File: src/rtl/cache_mesi_directory.sv
// Home-side MESI directory: tracks sharers/exclusive owner per line index, multicasts
// downgrade/invalidate snoops, gathers acks and returns the granted coherence state.
module cache_mesi_directory #(
   parameter int CLIENTS     = 4,
   parameter int INDEX_WIDTH = 6,
   localparam int CW         = $clog2(CLIENTS)
) (
   input  logic                   clk,
   input  logic                   rst,
   input  logic                   req_valid,
   output logic                   req_ready,
   input  logic [CW-1:0]          req_client,
   input  logic [INDEX_WIDTH-1:0] req_index,
   input  logic [1:0]             req_op,
   output logic                   resp_valid,
   input  logic                   resp_ready,
   output logic [CW-1:0]          resp_client,
   output logic [1:0]             resp_op,
   output logic [1:0]             resp_state,
   output logic                   resp_dirty,
   output logic                   snoop_valid,
   input  logic                   snoop_ready,
   output logic [CLIENTS-1:0]     snoop_mask,
   output logic [INDEX_WIDTH-1:0] snoop_index,
   output logic [1:0]             snoop_op,
   input  logic                   ack_valid,
   output logic                   ack_ready,
   input  logic [CW-1:0]          ack_client,
   input  logic                   ack_dirty
);

   localparam int Entries = 2 ** INDEX_WIDTH;

   localparam logic [1:0] OpShared        = 2'd0;
   localparam logic [1:0] OpExclusive     = 2'd1;
   localparam logic [1:0] OpExclusiveData = 2'd2;
   localparam logic [1:0] OpEviction      = 2'd3;

   localparam logic [1:0] MesiInvalid   = 2'd0;
   localparam logic [1:0] MesiShared    = 2'd1;
   localparam logic [1:0] MesiExclusive = 2'd2;

   typedef enum logic [2:0] {StIdle, StLookup, StSnoop, StWaitAck, StRespond} state_e;

   state_e                 state;
   logic [CLIENTS-1:0]     dir_sharers [Entries];
   logic [Entries-1:0]     dir_excl;
   logic [CW-1:0]          cur_client;
   logic [INDEX_WIDTH-1:0] cur_index;
   logic [1:0]             cur_op;
   logic [CLIENTS-1:0]     pending;
   logic [CLIENTS-1:0]     upd_sharers;
   logic                   upd_excl;

   logic [CLIENTS-1:0] cbit, rd_sharers, others, lk_mask, lk_sharers, ack_bit, pending_nxt;
   logic               rd_excl, lk_excl, ack_hit;
   logic [1:0]         lk_snoop_op, lk_grant, lk_resp_op;

   always_comb begin
      cbit        = CLIENTS'(1) << cur_client;
      rd_sharers  = dir_sharers[cur_index];
      rd_excl     = dir_excl[cur_index];
      others      = rd_sharers & ~cbit;
      lk_mask     = '0;
      lk_snoop_op = OpEviction;
      lk_sharers  = rd_sharers;
      lk_excl     = rd_excl;
      lk_grant    = MesiInvalid;
      lk_resp_op  = cur_op;
      unique case (cur_op)
         OpShared: begin
            // Only an exclusive owner other than the requester needs a downgrade.
            lk_mask     = rd_excl ? others : '0;
            lk_snoop_op = OpShared;
            lk_sharers  = rd_sharers | cbit;
            lk_excl     = (others == '0);
            lk_grant    = (others == '0) ? MesiExclusive : MesiShared;
         end
         OpExclusive, OpExclusiveData: begin
            lk_mask    = others;
            lk_sharers = cbit;
            lk_excl    = 1'b1;
            lk_grant   = MesiExclusive;
            lk_resp_op = (cur_op == OpExclusive && (rd_sharers & cbit) != '0) ?
                         OpExclusive : OpExclusiveData;
         end
         OpEviction: begin
            // An owner evicting leaves no sharers; a non-owner leaves the owner intact.
            lk_sharers = others;
            lk_excl    = rd_excl && (others != '0);
         end
         default: ;
      endcase
      ack_bit     = CLIENTS'(1) << ack_client;
      ack_hit     = ack_valid && ack_ready && ((pending & ack_bit) != '0);
      pending_nxt = ack_hit ? (pending & ~ack_bit) : pending;
   end

   always_ff @(posedge clk) begin
      if (rst) begin
         state       <= StIdle;
         req_ready   <= 1'b0;
         resp_valid  <= 1'b0;
         resp_client <= '0;
         resp_op     <= '0;
         resp_state  <= '0;
         resp_dirty  <= 1'b0;
         snoop_valid <= 1'b0;
         snoop_mask  <= '0;
         snoop_index <= '0;
         snoop_op    <= '0;
         ack_ready   <= 1'b0;
         cur_client  <= '0;
         cur_index   <= '0;
         cur_op      <= '0;
         pending     <= '0;
         upd_sharers <= '0;
         upd_excl    <= 1'b0;
         dir_excl    <= '0;
         for (int i = 0; i < Entries; i++) dir_sharers[i] <= '0;
      end else begin
         unique case (state)
            StIdle: begin
               req_ready <= 1'b1;
               if (req_valid && req_ready) begin
                  cur_client <= req_client;
                  cur_index  <= req_index;
                  cur_op     <= req_op;
                  req_ready  <= 1'b0;
                  state      <= StLookup;
               end
            end
            StLookup: begin
               resp_client <= cur_client;
               resp_op     <= lk_resp_op;
               resp_state  <= lk_grant;
               upd_sharers <= lk_sharers;
               upd_excl    <= lk_excl;
               if (lk_mask == '0) begin
                  dir_sharers[cur_index] <= lk_sharers;
                  dir_excl[cur_index]    <= lk_excl;
                  resp_valid             <= 1'b1;
                  state                  <= StRespond;
               end else begin
                  snoop_valid <= 1'b1;
                  snoop_mask  <= lk_mask;
                  snoop_index <= cur_index;
                  snoop_op    <= lk_snoop_op;
                  state       <= StSnoop;
               end
            end
            StSnoop: begin
               if (snoop_ready) begin
                  snoop_valid <= 1'b0;
                  pending     <= snoop_mask;
                  ack_ready   <= 1'b1;
                  state       <= StWaitAck;
               end
            end
            StWaitAck: begin
               pending <= pending_nxt;
               if (ack_hit) resp_dirty <= resp_dirty | ack_dirty;
               if (pending_nxt == '0) begin
                  dir_sharers[cur_index] <= upd_sharers;
                  dir_excl[cur_index]    <= upd_excl;
                  ack_ready              <= 1'b0;
                  resp_valid             <= 1'b1;
                  state                  <= StRespond;
               end
            end
            StRespond: begin
               if (resp_ready) begin
                  resp_valid <= 1'b0;
                  resp_dirty <= 1'b0;
                  req_ready  <= 1'b1;
                  state      <= StIdle;
               end
            end
            default: state <= StIdle;
         endcase
      end
   end

endmodule
File: config.mk
export PLATFORM = sky130hd
export DESIGN_NAME = cache_mesi_directory
export DESIGN_NICKNAME = d
export VERILOG_FILES = /design/src/rtl/cache_mesi_directory.sv
export SDC_FILE = /design/constraint.sdc
export NUM_CORES = 1
export LEC_CHECK = 0
export CORE_UTILIZATION = 35
export CTS_CLUSTER_DIAMETER = 40
export DETAILED_ROUTE_END_ITERATION = 8
export MAX_ROUTING_LAYER = met4
export PLACE_DENSITY = 0.59
export SLEW_MARGIN = 20
export SYNTH_ARGS = -nofsm -noshare
export SYNTH_HDL_FRONTEND = slang
export SYNTH_SLANG_ARGS = --single-unit
File: constraint.sdc
create_clock -name clk -period 12.7 [get_ports clk]
set_input_delay 2.54 -clock clk [delete_from_list [all_inputs] [get_ports clk]]
set_output_delay 2.54 -clock clk [all_outputs]
set_load 0.05 [all_outputs]
==> out/results.txt <==
run status - finished clean
non-filler cells, final - 2,176
Worst Path Arrival - 6.50 ns
post-synth top area cell - edfxtp_1
Rel. slew slack - 0.379
number of synthesized register bits - 370
GRT Total Usage - 0.201
Starting Density - 0.356
synth-to-layout area growth - 14.0%
Clock Skews - 0.0266 ns
initial antenna violation count - 1
syn nets - 1,520
Comb pwr share - 0.100
Netlist Area Pre-Place - 17,500 µm²
number of DRC markers in iteration 0 - 1,331
die area - 50,800 µm²
via count - 12,400
layout cell share with drive strength beyond 1 - 0.149
syn_area_per_cell - 11.7 µm²
Pwr Total - 3.04 mW
largest net degree at the start of global routing - 90
nets - 1,492
FFs w/ async S/R, synth - 0
WL final - 49,000 µm
setup TNS - 0 ns
synth cell count leaders - 276 x nor2_1, 256 x edfxtp_1, 114 x dfxtp_1
Sw Share - 0.260
vias in the first global route - 12,100
Final ANT Viol Nets - 0
Cells after DPL - 2,078
synth unique cells - 61
clk buf depth - 3
Hold Buf Count CTS - 0
Slew Viols, Final - 0
crit-path max FO - 89
RSZ-0062 raised after global routing - no
CP Capture Type - register
number of diodes - 0
CTS tree - done
# IOs - 42
max_cap viols - 0
WS Path Type - in -> reg
Reg clk slew, reported paths - 0.06 ns
Switch Pwr - 791 µW
drt pass-1 iters - 5
ranking of synthesized cells by area - edfxtp_1 44%, dfxtp_1 13%, mux4_2 9.0%, nor2_1 5.9%, mux2i_1 3.9%
H-Tree Level Count - 2
Post-CTS Resized - 0
Top FF cell, synth - edfxtp_1
CP startpoint kind - primary input
FP Rows - 81
VDD IR-drop max - 108 µV
Worst EP required - 13.04 ns
Clock Sinks - 370
die height - 225 µm
CTS buffer count - 53
DRC violations left - 0
core area - 49,100 µm²
Cell Int Power - 2.25 mW
Pleak - 6.16 nW
Final Cycle Share - 0.485
hpwl dp - 31,800 µm
first-pass GRT wire length - 75,200 µm
power share of the sequential group - 0.443
Final GP Congestion - 0.846
area fraction of the dominant cell type after synthesis - 0.440
WL per Instance - 22.5 µm
CP cell instances - clkdlybuf4s50_1, nor2_1, nand2_1, a21oi_1, o22ai_1, nor2_1, or3_1, o22ai_4, buf_4, buf_4, nor3_1, or2_2
most frequent cell after synthesis - nor2_1
worst slew pin tran - 0.924 ns
DR vias/cell - 5.71
Final Hold Viols - 0
fmax - 162 MHz
port buffer count - 41
cell count after synthesis - 1,498
Min-Delay Path Class - reg -> reg
Clock Root Buffer - clkbuf_16
postcts setup bufs - 0
number of synthesized flops with an enable pin - 256
CP peak stage delay - 0.76 ns
hold slack - 0.454 ns
CP max-delay cell - buf_4
Warnings, synthesis - 0
final setup vio count - 0
minimum clock period - 6.16 ns
gr ovfl total - 0
Die X - 225 µm
clock network fraction of total power - 0.457
worst-skew pair later-pin latency - 0.59 ns
sequential fraction of the synthesis area - 0.571
Pwr per Cell Area - 153 nW/µm²
[cells by family (layout without fill, tap and decap cells)]
| family | after synthesis | count (layout) | share of synthesized area |
|---|---|---|---|
| AO/OA/AOI/OAI | 271 | 271 | 0.106 |
| adder cells (fa/ha/maj) | 3 | 3 | 0.00215 |
| buffers and inverters | 164 | 178 | 0.0439 |
| flip-flops | 370 | 370 | 0.571 |
| multiplexers | 144 | 144 | 0.133 |
| AND/OR/NAND/NOR | 546 | 546 | 0.143 |
[state kept, by name, indices dropped and copies added, names as in the netlist, 2 cells and up, named ones only]
| signal | flops |
|---|---|
| snoop_mask | 4 |
| cur_op | 2 |
| resp_state | 2 |
| pending | 4 |
| upd_sharers | 4 |
| dir_excl | 64 |
| resp_client | 2 |
| cur_index | 6 |
| resp_op | 2 |
| snoop_index | 6 |
| state | 3 |
| cur_client | 2 |
| dir_sharers | 256 |
[layout by cell type, fill, tap and decap left out, types with 7 or more instances in the layout]
master and count:
dfxtp_1 111, clkbuf_1 7, a22oi_1 8, and3_1 7
nor2_2 10, nor2_1 276, clkdlybuf4s50_1 40, nand2_1 84
o311ai_0 26, or4_1 17, buf_4 30, o21ai_0 82
nand3_1 16, a21oi_1 25, inv_1 9, o21ai_1 10
clkbuf_16 56, or3_1 16, o211ai_1 37, clkinv_2 11
nor2b_1 10, mux4_2 70, nor3_1 47, o41ai_1 45
mux2i_1 68, nand2b_1 17, or2_2 12, edfxtp_1 256
clkinv_1 7
[power groups by stage]
| stage | Clock, mW | Combinational, mW | Sequential, mW |
|---|---|---|---|
| 4_1_cts | 1.41 | 0.302 | 1.35 |
| 3_5_place_dp | 0 | 0.301 | 1.37 |
| 6_report | 1.39 | 0.304 | 1.35 |
| 2_1_floorplan | 0 | 0.202 | 1.36 |
| 3_3_place_gp | 0 | 0.297 | 1.37 |
| 5_1_grt | 1.46 | 0.322 | 1.35 |
[layer usage]
| metal | vias up | part of all wire | track usage |
|---|---|---|---|
| li1 | 5590 | - | - |
| met1 | 6268 | 0.44 | 0.278 |
| met2 | 494 | 0.47 | 0.308 |
| met3 | 73 | 0.071 | 0.0262 |
| met4 | 0 | 0.023 | 0.0610 |
| met5 | - | 0 | - |
[worst max-delay path: cells and delay by family]
kind / cells / cell delay [ns]
AND/OR/NAND/NOR: 6 / 1.42
AO/OA/AOI/OAI: 3 / 0.54
buffers and inverters: 3 / 1.92
[through the flow]
step	util	worst slack [ns]	cell area, µm²
6_report	0.406	6.54	19900
5_1_grt	0.406	6.26	19900
3_5_place_dp	0.371	6.07	18200
4_1_cts	0.405	6.62	19900
3_3_place_gp	0.371	6.16	18200
2_1_floorplan	-	7.76	17500
[worst paths after layout]
kind                        end      startpoint  cells past startpoint  slack, ns
max          dir_sharers[15][3]   ack_client[1]                     12       6.54
min reg2reg      resp_client[1]  resp_client[1]                      2       0.45
max reg2reg  dir_sharers[14][2]        register                     11       6.59
min              resp_client[1]  resp_client[1]                      2       0.45
[final cells by class]
type	count	area, µm²
Tap cell	664	831
Multi-Input combinational cell	964	6740
Timing Repair Buffer	71	641
Clock buffer	64	1440
Inverter	10	38.8
Sequential cell	370	9980
Clock inverter	33	230
Fill cell	4698	29200
Power figures use the tool's default switching activity.
